[src/rtl/design_28_result_buf.sv]
// rtl/design_28_result_buf.sv - result capture FIFO with overflow drop counter and running accumulator
//
// Purpose:
//   Captures results from an upstream producer that cannot be stalled. Accepted
//   results are queued in a small circular FIFO and presented first-word
//   fall-through to a downstream consumer. Results arriving while the FIFO is
//   full (and not being drained in the same cycle) are discarded and counted.
//   Every accepted result is also added into a wide running sum.
//
// Ports:
//   clk        in   1       clock, all state updates on rising edge
//   rst        in   1       synchronous active-high reset
//   in_valid   in   1       upstream result strobe (no backpressure)
//   in_data    in   W       upstream result value
//   out_valid  out  1       head entry available (== !empty)
//   out_ready  in   1       downstream accepts head entry
//   out_data   out  W       head entry value, read from storage
//   count      out  AW+1    current occupancy
//   full       out  1       count == DEPTH
//   empty      out  1       count == 0
//   drop_cnt   out  8       saturating count of results lost to overflow
//   acc        out  W+8     wrapping sum of all accepted results

module design_28_result_buf #(
    parameter int W     = 16,
    parameter int DEPTH = 4
) (
    input  logic                         clk,
    input  logic                         rst,
    input  logic                         in_valid,
    input  logic [W-1:0]                 in_data,
    output logic                         out_valid,
    input  logic                         out_ready,
    output logic [W-1:0]                 out_data,
    output logic [$clog2(DEPTH):0]       count,
    output logic                         full,
    output logic                         empty,
    output logic [7:0]                   drop_cnt,
    output logic [W+7:0]                 acc
);

    localparam int AW = $clog2(DEPTH);
    localparam int CW = AW + 1;
    localparam logic [CW-1:0] DEPTH_C = CW'(DEPTH);

    // Storage is intentionally not reset; its contents are only observed
    // through out_data while out_valid is high.
    logic [W-1:0]   mem_q [DEPTH];

    logic [AW-1:0]  wr_ptr_q, wr_ptr_d;
    logic [AW-1:0]  rd_ptr_q, rd_ptr_d;
    logic [CW-1:0]  count_q,  count_d;
    logic [7:0]     drop_q,   drop_d;
    logic [W+7:0]   acc_q,    acc_d;

    logic full_w;
    logic empty_w;
    logic pop;
    logic push;
    logic drop;

    assign full_w  = (count_q == DEPTH_C);
    assign empty_w = (count_q == '0);

    // A pop frees the head slot at this edge, so a full FIFO can still accept
    // a push in the same cycle. When full, wr_ptr == rd_ptr, so the write
    // lands in the slot being vacated; the head value has already been
    // presented for this cycle, so overwriting it at the edge is safe.
    assign pop  = !empty_w && out_ready;
    assign push = in_valid && (!full_w || pop);
    assign drop = in_valid && full_w && !pop;

    always_comb begin
        wr_ptr_d = wr_ptr_q;
        rd_ptr_d = rd_ptr_q;
        count_d  = count_q;
        drop_d   = drop_q;
        acc_d    = acc_q;

        // DEPTH is a power of two, so pointer wrap from DEPTH-1 to 0 is the
        // natural overflow of an AW-bit increment.
        if (push) begin
            wr_ptr_d = wr_ptr_q + AW'(1);
            acc_d    = acc_q + {8'd0, in_data};
        end
        if (pop) begin
            rd_ptr_d = rd_ptr_q + AW'(1);
        end

        case ({push, pop})
            2'b10:   count_d = count_q + CW'(1);
            2'b01:   count_d = count_q - CW'(1);
            default: count_d = count_q;
        endcase

        if (drop && (drop_q != 8'hFF)) begin
            drop_d = drop_q + 8'd1;
        end
    end

    // Control state: reset wins over any concurrent push/pop/drop, which also
    // makes in_valid during reset a no-op.
    always_ff @(posedge clk) begin
        if (rst) begin
            wr_ptr_q <= '0;
            rd_ptr_q <= '0;
            count_q  <= '0;
            drop_q   <= '0;
            acc_q    <= '0;
        end else begin
            wr_ptr_q <= wr_ptr_d;
            rd_ptr_q <= rd_ptr_d;
            count_q  <= count_d;
            drop_q   <= drop_d;
            acc_q    <= acc_d;
        end
    end

    always_ff @(posedge clk) begin
        if (!rst && push) begin
            mem_q[wr_ptr_q] <= in_data;
        end
    end

    assign out_data  = mem_q[rd_ptr_q];
    assign out_valid = !empty_w;
    assign count     = count_q;
    assign full      = full_w;
    assign empty     = empty_w;
    assign drop_cnt  = drop_q;
    assign acc       = acc_q;

endmodule

[config.mk]
export PLATFORM = sky130hd
export DESIGN_NAME = design_28_result_buf
export DESIGN_NICKNAME = d
export VERILOG_FILES = /design/src/rtl/design_28_result_buf.sv
export SDC_FILE = /design/constraint.sdc
export NUM_CORES = 1
export LEC_CHECK = 0
export BUFFER_PORTS_ARGS = -buffer_cell sky130_fd_sc_hd__buf_2
export CORE_ASPECT_RATIO = 0.75
export CORE_MARGIN = 2
export CORE_UTILIZATION = 45
export DETAILED_ROUTE_END_ITERATION = 7
export GPL_TIMING_DRIVEN = 1
export PLACE_DENSITY = 0.65
export SYNTH_ARGS = -nofsm -noshare
export SYNTH_HDL_FRONTEND = slang
export SYNTH_SLANG_ARGS = --single-unit
[constraint.sdc]
create_clock -name clk -period 3.42 [get_ports clk]
set_clock_uncertainty 0.2 [all_clocks]
set_input_delay 0.342 -clock clk [delete_from_list [all_inputs] [get_ports clk]]
set_output_delay 0.342 -clock clk [all_outputs]
set_load 0.05 [all_outputs]
# Word level (Yosys, flattened, before mapping)
# Memory sizes are Yosys's and may differ from the RTL's. A register that Yosys moved wholly into a read port is not among the register bits.
# Index checks and enable logic that the tools add are counted.
# totals
register_bits	39
mem_bits_rw	64
word_cells	34
input_bits	20
output_inout_bits	54
mem_count	1
# memory_table
memory	depth	width	read_ports	rd_clocked_by_memory_dff	wr	line	rtl
mem_q	4	16	1	1	1	48	logic [W-1:0] mem_q [DEPTH];
# op_classes
n_reduce_logical	13
n_mux	5
add_sub_neg	6
eq_ne	4
# ops
cell	n
$add A24 B16 Y24	1
$add A8 B1 Y8 const B	1
$ne A8 B8 Y1 const B	1
$logic_and A1 B1 Y1	6
$pmux W3 S2	1
$add A2 B1 Y2 const B	2
$logic_not A1 Y1	4
$mux W2	2
$add A3 B1 Y3 const B	1
$eq A3 B3 Y1 const B	1
$logic_not A3 Y1	1
$sub A3 B1 Y3 const B	1
$eq A2 B1 Y1 const B	1
$eq A2 B2 Y1 const B	1
$mux W1	2
$reduce_bool A2 Y1	1
$logic_or A1 B1 Y1	1

# Logic depth before layout (Yosys ltp)
# Gate-level depths: netlist of run 1.
# logic_depth
word_depth	8
depth_mapped	9

# Worst setup path before layout of run 1
# Ideal clock, no wire load.
# synth_timing
path_type	register -> register
startpoint	register count_q[0] (netlist: count[0])
endpoint	register count_q[2] (netlist: count[2])
path_stages_with_launch	10
setup_slack_ns	0.633
setup_time_ns	0.128
path_buffers	0
arrival_time_ns	2.459
required_ns	3.092
path_cell_list	dfxtp_1 or3_1 nand2_1 nor2_1 inv_1 fa_1 nor3b_1 a21oi_1 xor2_1 nor2_1
# synth_via
elab_chain_len	7
# synth_rtl
item	line	rtl
start, declared	52	logic [CW-1:0] count_q, count_d;
start signal, assigned	113	count_q <= count_d;
$logic_not A3 Y1 *	63	assign empty_w = (count_q == '0);
$logic_not A1 Y1 *	-	
net out_valid	32	output logic out_valid,
$logic_and A1 B1 Y1 *	69	assign pop = !empty_w && out_ready;
$logic_or A1 B1 Y1	70	assign push = in_valid && (!full_w || pop);
$logic_and A1 B1 Y1	70	
$eq A2 B1 Y1 / $eq A2 B2 Y1 (equally long branches)	90	case ({push, pop})
$pmux W3 S2 / $reduce_bool A2 Y1 (equally long branches)	-	
# Mark *: on every way through the listed nets, which the timed path passes. The rest lies on a longest branch.
# A chain may end at the register's enable or synchronous reset.

# Worst setup path in the final report of run 1
# layout_timing
startpoint	register acc_q[0] (netlist: acc[0])
endpoint	register acc_q[20] (netlist: acc[20])
# layout_via
elab_chain_len	1
# layout_rtl
item	line	rtl
start, declared	54	logic [W+7:0] acc_q, acc_d;
start signal, assigned	109	acc_q <= '0;
start signal, assigned	115	acc_q <= acc_d;
$add A24 B16 Y24	84	acc_d = acc_q + {8'd0, in_data};
# Every way passes these cells.

==> impl_results.md, run 1 <==
* Status: finished, final reports clean
* Initial Util at 45.9%
* Longest Clk Path Bufs at 2
* DRT iter0 DRCs at roughly 210
* Worst EP arrival at around 2.8 ns
* Largest stage delay, worst path at around 0.43 ns
* Synth Area in Simple Gates at 13.4%
* CTS hold repair buffers at 0
* Slowest stage cell, crit path: fa_1
* Final ANT Viol Nets at 0
* Pwr dens at about 630 nW/um2
* Power, Total at 3.62 mW
* Final worst path period share at 79.9%
* Slew HR at around a third
* Final Critical Period at approximately 2.7 ns
* Number of synthesized flops with an enable pin at 64
* DRC viols at 0
* Post-DR vias/cell at 5.43
* Area delta synth->final at 15.4%
* Worst-Skew Late Latency at around 0.35 ns
* Die ar. at 11900 um2
* Root buffer cell: clkbuf_16
* First-pass GRT wire length at approximately 17000 um
* Comb pwr share at approximately a third
* Post_cts resized at 0
* Yosys warnings at 0
* Net Switching at 1.32 mW
* Switching share of power at about 37%
* GRT Util Overall at 18.0%
* Compound-cell area share of the yosys netlist at between 10% and 20%
* CTS tree: built
* Port Buffers at 73
* Mean Syn Cell Area at 12.2 um2
* Max Cap Viol at 0
* Synth Register Bits at 105
* Slew of the pin with the lowest slew margin at 0.983 ns
* Sequential area share after synthesis at 55.1%
* Multiplexer share of the synthesized area at 9.02%
* Synth area leaders: edfxtp_1 39%, dfxtp_1 16%, mux4_2 7.2%
* Final slew viol count at 0
* Final setup TNS at 0 ns
* Top delay family on crit path: compound AO/OA/AOI/OAI gates
* Register area at 2740 um2
* Vias in the first global route at 3253
* Crit start category: flop
* RSZ-0062 raised after global routing: false
* Horiz. Die Dim at ~130 um
* # fillers at ~960
* Main combinational cell family by area after synthesis: simple AND/OR/NAND/NOR gates
* Post-CTS repair timing setup buffer count at 0
* Fmax achieved at approximately 370 MHz
* Routed vias at roughly 3400
* Ys flop type: edfxtp_1
* Synth Area in XOR/XNOR at under 10%
* Worst VDD drop at about 0.00041 V
* GR Overflow Total at 0
* Critical path peak fanout at 4
* Top-count cell post-synth: edfxtp_1
* Final Setup Violations at 0
* Power share of the sequential group at 41.5%
* Hold Vio Cnt, Final at 0
* Post-Syn Area at between 4000 and 5000 um2
* CTS sink cnt at between 100 and 150
* Nets at between 500 and 600
* Synth cell types at 53
* Area of the core at 10900 um2
* Wirelength per Cell at 16.6 um
* Req. time, crit path at 3.45 ns
* ANT cells at 0
* Clock-pin slew on the worst setup and hold paths at 0.07 ns
* Crit path kind: reg -> reg
* Setup crit end kind: flop
* Post-synth ARST share at 0%
* Min-Delay Path Class: in -> reg
* GPL Wtd Cong at ~0.86
* First-pass DRT Iterations at 4
* Clk network pwr share at 26.5%
* Synth top area share at 38.6%
* Synth top cells by count: 64 x edfxtp_1, 41 x dfxtp_1, 38 x nand2_1
* Wirelength, routed at ~10000 um
* Largest net degree at the start of global routing at between 50 and 60
* Rows at 33
* I/O pin count at 74
* Area of the multi-input gates at 2110 um2
* Post-Synth Adder-Cell Area at between 6 and 7%
* Power Internal at between 2 and 2.5 mW
* Total CTS buffers at 9
* Buffers and inverters on the worst path at 0
* Htree depth at 3
* Crit-path cells: ha_1, fa_1, a211oi_1, o21bai_1, a211oi_2, a21o_2, a21oi_1, mux2_2
* Synth area leader: edfxtp_1
* Die H at roughly 95 um
* Synthesized net count at 452
* DPL Wire Length at approximately 7300 um
* Ratio of cells with drive above 1 in the final layout at a little over a quarter
* Initial antenna violation count at 0
* Leakage at 2.22 nW
* Syn Inst Count at 409
==> through the flow <==
step	utilization, %	cell area [um2]	setup WS (ns)	hold WS, ns	cells
floorplan	-	4980	0.633	0.241	409
global placement	50.4	5470	0.566	0.257	611
detailed placement	50.4	5470	0.564	0.274	611
CTS	53.0	5750	0.714	0.0277	627
global route	53.0	5750	0.560	0.0379	627
finish	53.0	5750	0.686	0.0361	627
==> cell type report <==
type	instances	area share, %
flip-flops and latches	105	47.7
multi-input cells	278	36.7
repair buffers	78	7.01
clock buffers	9	3.92
well taps	140	3.05
clock inverters	7	0.936
inverters	10	0.653
==> routing by layer <==
| metal | wire [um] | track usage, % | up-vias |
|---|---|---|---|
| met3 | 648 | 4.60 | 2 |
| li1 | - | - | 1672 |
| met5 | 0 | 0 | - |
| met4 | 20 | 5.37 | 0 |
| met1 | 5170 | 26.2 | 1647 |
| met2 | 4540 | 26.9 | 84 |
==> state kept, by name, summed over array words and instances, names as in the netlist, named ones only <==
signal,cells
mem_q,64
acc,24
drop_cnt,8
count,3
rd_ptr_q,2
wr_ptr_q,2
==> power groups by stage <==
| stage | combinational [mW] | sequential [mW] | clock (mW) |
|---|---|---|---|
| final | 1.15 | 1.50 | 0.960 |
| after global routing | 1.25 | 1.51 | 1.04 |
| after CTS | 1.17 | 1.50 | 0.990 |
| after detailed placement | 1.16 | 1.53 | 0 |
| after global placement | 1.14 | 1.53 | 0 |
| after floorplan | 0.788 | 1.65 | 0 |
==> cell families after synthesis <==
logic type / after synthesis
xor+xnor: 19
flops: 105
compound gates: 81
mux: 24
simple gates: 131
buf+inv: 26
fa+ha+maj: 23
==> worst paths after layout <==
| check | startpoint | endpoint | slack [ns] | cells after the start |
|---|---|---|---|---|
| max | acc[0] | acc[20] | 0.69 | 8 |
| max reg2reg | acc[0] | acc[20] | 0.69 | 8 |
| min | in_data[5] | mem_q[2][5] | 0.04 | 1 |
| min reg2reg | acc[5] | acc[5] | 0.28 | 2 |
==> cell usage in the layout (no fill, tap or decap), drive strengths merged, types with 8 or more instances in the layout <==
| master | n |
|---|---|
| buf | 78 |
| edfxtp | 64 |
| dfxtp | 41 |
| nand2 | 39 |
| nor2 | 34 |
| a21oi | 32 |
| ha | 21 |
| mux4 | 16 |
| o21ai | 16 |
| xnor2 | 12 |
| inv | 12 |
| clkbuf | 9 |
| nor2b | 8 |
| nor3 | 8 |
No activity file was read; power rests on OpenSTA's default activity.
==> inputs of run 2 (changes only) <==
==> constraint.sdc (replaced) <==
create_clock -name clk -period 2.7 [get_ports clk]
set_clock_uncertainty 0.2 [all_clocks]
set_input_delay 0.27 -clock clk [delete_from_list [all_inputs] [get_ports clk]]
set_output_delay 0.27 -clock clk [all_outputs]
set_load 0.05 [all_outputs]
==> run 2 against run 1 <==
Critical path depth rose by 1. Final cell count rose by 3.0%. Non-clock buffer count rose by 19. First-iteration DRC count fell by 10%. Sequential share of layout area fell by 2.3 points. Routed wire length rose by 1.7%. Total power rose by 30%. Setup slack got worse by 0.59 ns. Register-to-register slack got worse by 0.59 ns. Critical path type unchanged. Critical endpoint is now acc[14]. Largest power group unchanged.
==> impl_results.md, run 2 (synthesized netlist as in run 1, its figures left out) <==
* Status: finished, final reports clean
* GRT Util Overall at 18.4% (+0.37 points)
* Root buffer cell: clkbuf_16
* Most frequent cells in the layout: 73 x buf_2, 64 x edfxtp_1, 40 x dfxtp_1
* Wirelength per Cell at 16.3 um (-1.3%)
* ANT cells at 0 (unchanged)
* Leakage at 2.30 nW (+3.5%)
* First-pass DRT Iterations at 4 (unchanged)
* Most flops, register: mem_q
* DRC viols at 0 (unchanged)
* CP Capture Point: acc[14]
* DRT iter0 DRCs at 190 (-10%)
* Commonest non-fill, non-tap cell in the layout: buf_2
* Largest net degree at the start of global routing at 56 (unchanged)
* Worst-Skew Late Latency at 0.34 ns (about the same)
* Ratio of cells with drive above 1 in the final layout at 28.3% (+2.2 points)
* Final Critical Period at 2.60 ns (-0.131 ns)
* I/O pin count at 74 (unchanged)
* Rows at 33 (unchanged)
* Post-DR vias/cell at 5.30 (-2.4%)
* Die ar. at 11900 um2 (unchanged)
* Htree depth at 3 (unchanged)
* Critical R2R Capture: acc[14]
* Power, Total at 4.71 mW (+30%)
* Routed vias at 3424 (+0.56%)
* Setup crit end kind: flop
* DPL Wire Length at 7290 um (+0.55%)
* Longest Clk Path Bufs at 2 (unchanged)
* GPL Wtd Cong at 0.902 (+5.3%)
* Horiz. Die Dim at 125 um (unchanged)
* Clock-pin slew on the worst setup and hold paths at 0.07 ns (about the same)
* Nets at 544 (+3.6%)
* Worst VDD drop at 0.000613 V (+48%)
* Critical R2R Launch: acc[0]
* Slew HR at 34.9% (+0.45 points)
* Initial Util at 45.9% (unchanged)
* First-pass GRT wire length at 17000 um (+2.0%)
* Critical path peak fanout at 3 (-1)
* Die H at 95.1 um (unchanged)
* Final slew viol count at 0 (unchanged)
* Dpl ws at 0.0177 ns (-0.547 ns)
* Worst EP arrival at 2.65 ns (-0.12 ns)
* CTS sink cnt at 105 (unchanged)
* Pwr dens at 780 nW/um2 (+24%)
* Crit start category: flop
* Wirelength, routed at 10600 um (+1.7%)
* Final ANT Viol Nets at 0 (unchanged)
* Worst R2R Setup Slack at 0.1 ns (-0.59 ns)
* Min-Delay Path Class: in -> reg
* Total CTS buffers at 9 (unchanged)
* Hold Slack at 0.0128 ns (-0.0233 ns)
* GR Overflow Total at 0 (unchanged)
* R2r worst-path depth at 9 (+1)
* Final Worst Setup Slack at 0.0966 ns (-0.589 ns)
* Final worst path period share at 96.4% (+16 points)
* RSZ-0062 raised after global routing: false
* Finished Core Util at 55.7% (+2.7 points)
* Port Buffers at 73 (unchanged)
* Slew of the pin with the lowest slew margin at 0.976 ns (-0.00672 ns)
* CTS tree: built
* Area delta synth->final at 21.4%
* Final setup TNS at 0 ns (unchanged)
* Hold Vio Cnt, Final at 0 (unchanged)
* Crit path kind: reg -> reg
* Fmax achieved at 384 MHz (+5.0%)
* Worst setup startpoint: acc[0]
* Req. time, crit path at 2.75 ns (-0.70 ns)
* Vias in the first global route at 3314 (+1.9%)
* Initial antenna violation count at 0 (unchanged)
* Area of the core at 10900 um2 (unchanged)
* Max Cap Viol at 0 (unchanged)
* Number of flip-flops under the largest register name at 64 (unchanged)
* Final Setup Violations at 0 (unchanged)
==> run 2: changes by cell type in the layout (fill, tap and decap cells not counted), sizes merged <==
cell | before | now
inv | 12 | 10
bufinv | 0 | 1
dlygate4sd3 | 0 | 14
clkinv | 5 | 2
buf | 78 | 83
clkinvlp | 0 | 2
clkbuf | 9 | 11
==> run 2: worst min path at each step <==
stage                     start           end  slack [ns]  depth (start not counted)
finish              in_data[15]  mem_q[3][15]        0.01                          1
global placement         acc[0]        acc[0]        0.25                          2
global route        in_data[15]  mem_q[3][15]        0.01                          1
floorplan            in_data[0]   mem_q[0][0]        0.17                          0
detailed placement      acc[15]       acc[15]        0.27                          2
CTS                 in_data[15]  mem_q[2][15]       0.006                          1
==> run 2: final cells by class <==
class                           count  area [um2]
Tap cell                          140         175
Timing Repair Buffer               97         581
Clock inverter                      5        57.6
Inverter                           10        37.5
Clock buffer                       11         233
Multi-Input combinational cell    278        2220
Sequential cell                   105        2740
Fill cell                         925        4810
==> run 2: critical path, stage by stage (launching register included) <==
cell and delay, ns:
dfxtp_2 0.34, ha_1 0.21, fa_1 0.44, a211oi_2 0.27, o21bai_2 0.14, a211oi_2 0.29, buf_4 0.17, a31oi_1 0.09
xnor2_1 0.13, a211oi_1 0.23
==> run 2: timing repair <==
| action | CTS | global route |
|---|---|---|
| hold buffers | 14 | 0 |
| setup endpoints to repair | 0 | 11 |
| buffers inserted | 0 | 0 |
| gates resized for setup | 0 | 18 |
| endpoints found under the hold margin | 56 | 0 |
==> run 2: stage by stage <==
step | area, um2 | instances
6_report | 6040 | 646
2_1_floorplan | 4990 | 409
3_5_place_dp | 5520 | 616
3_3_place_gp | 5520 | 616
5_1_grt | 6040 | 646
4_1_cts | 5950 | 646
==> run 2: layer usage <==
metal / global-route usage (%) / part of all wire [%] / vias up
li1: - / - / 1704
met1: 26.6 / 52 / 1655
met2: 28.5 / 44 / 60
met3: 4.10 / 3.7 / 5
met4: 4.63 / 0.81 / 0
met5: 0 / 0 / -
==> run 2: where the power goes <==
part / internal, mW / total (mW) / switching, mW
clock: 0.718 / 1.26 / 0.547
sequential: 1.81 / 1.89 / 0.0866
combinational: 0.529 / 1.56 / 1.03
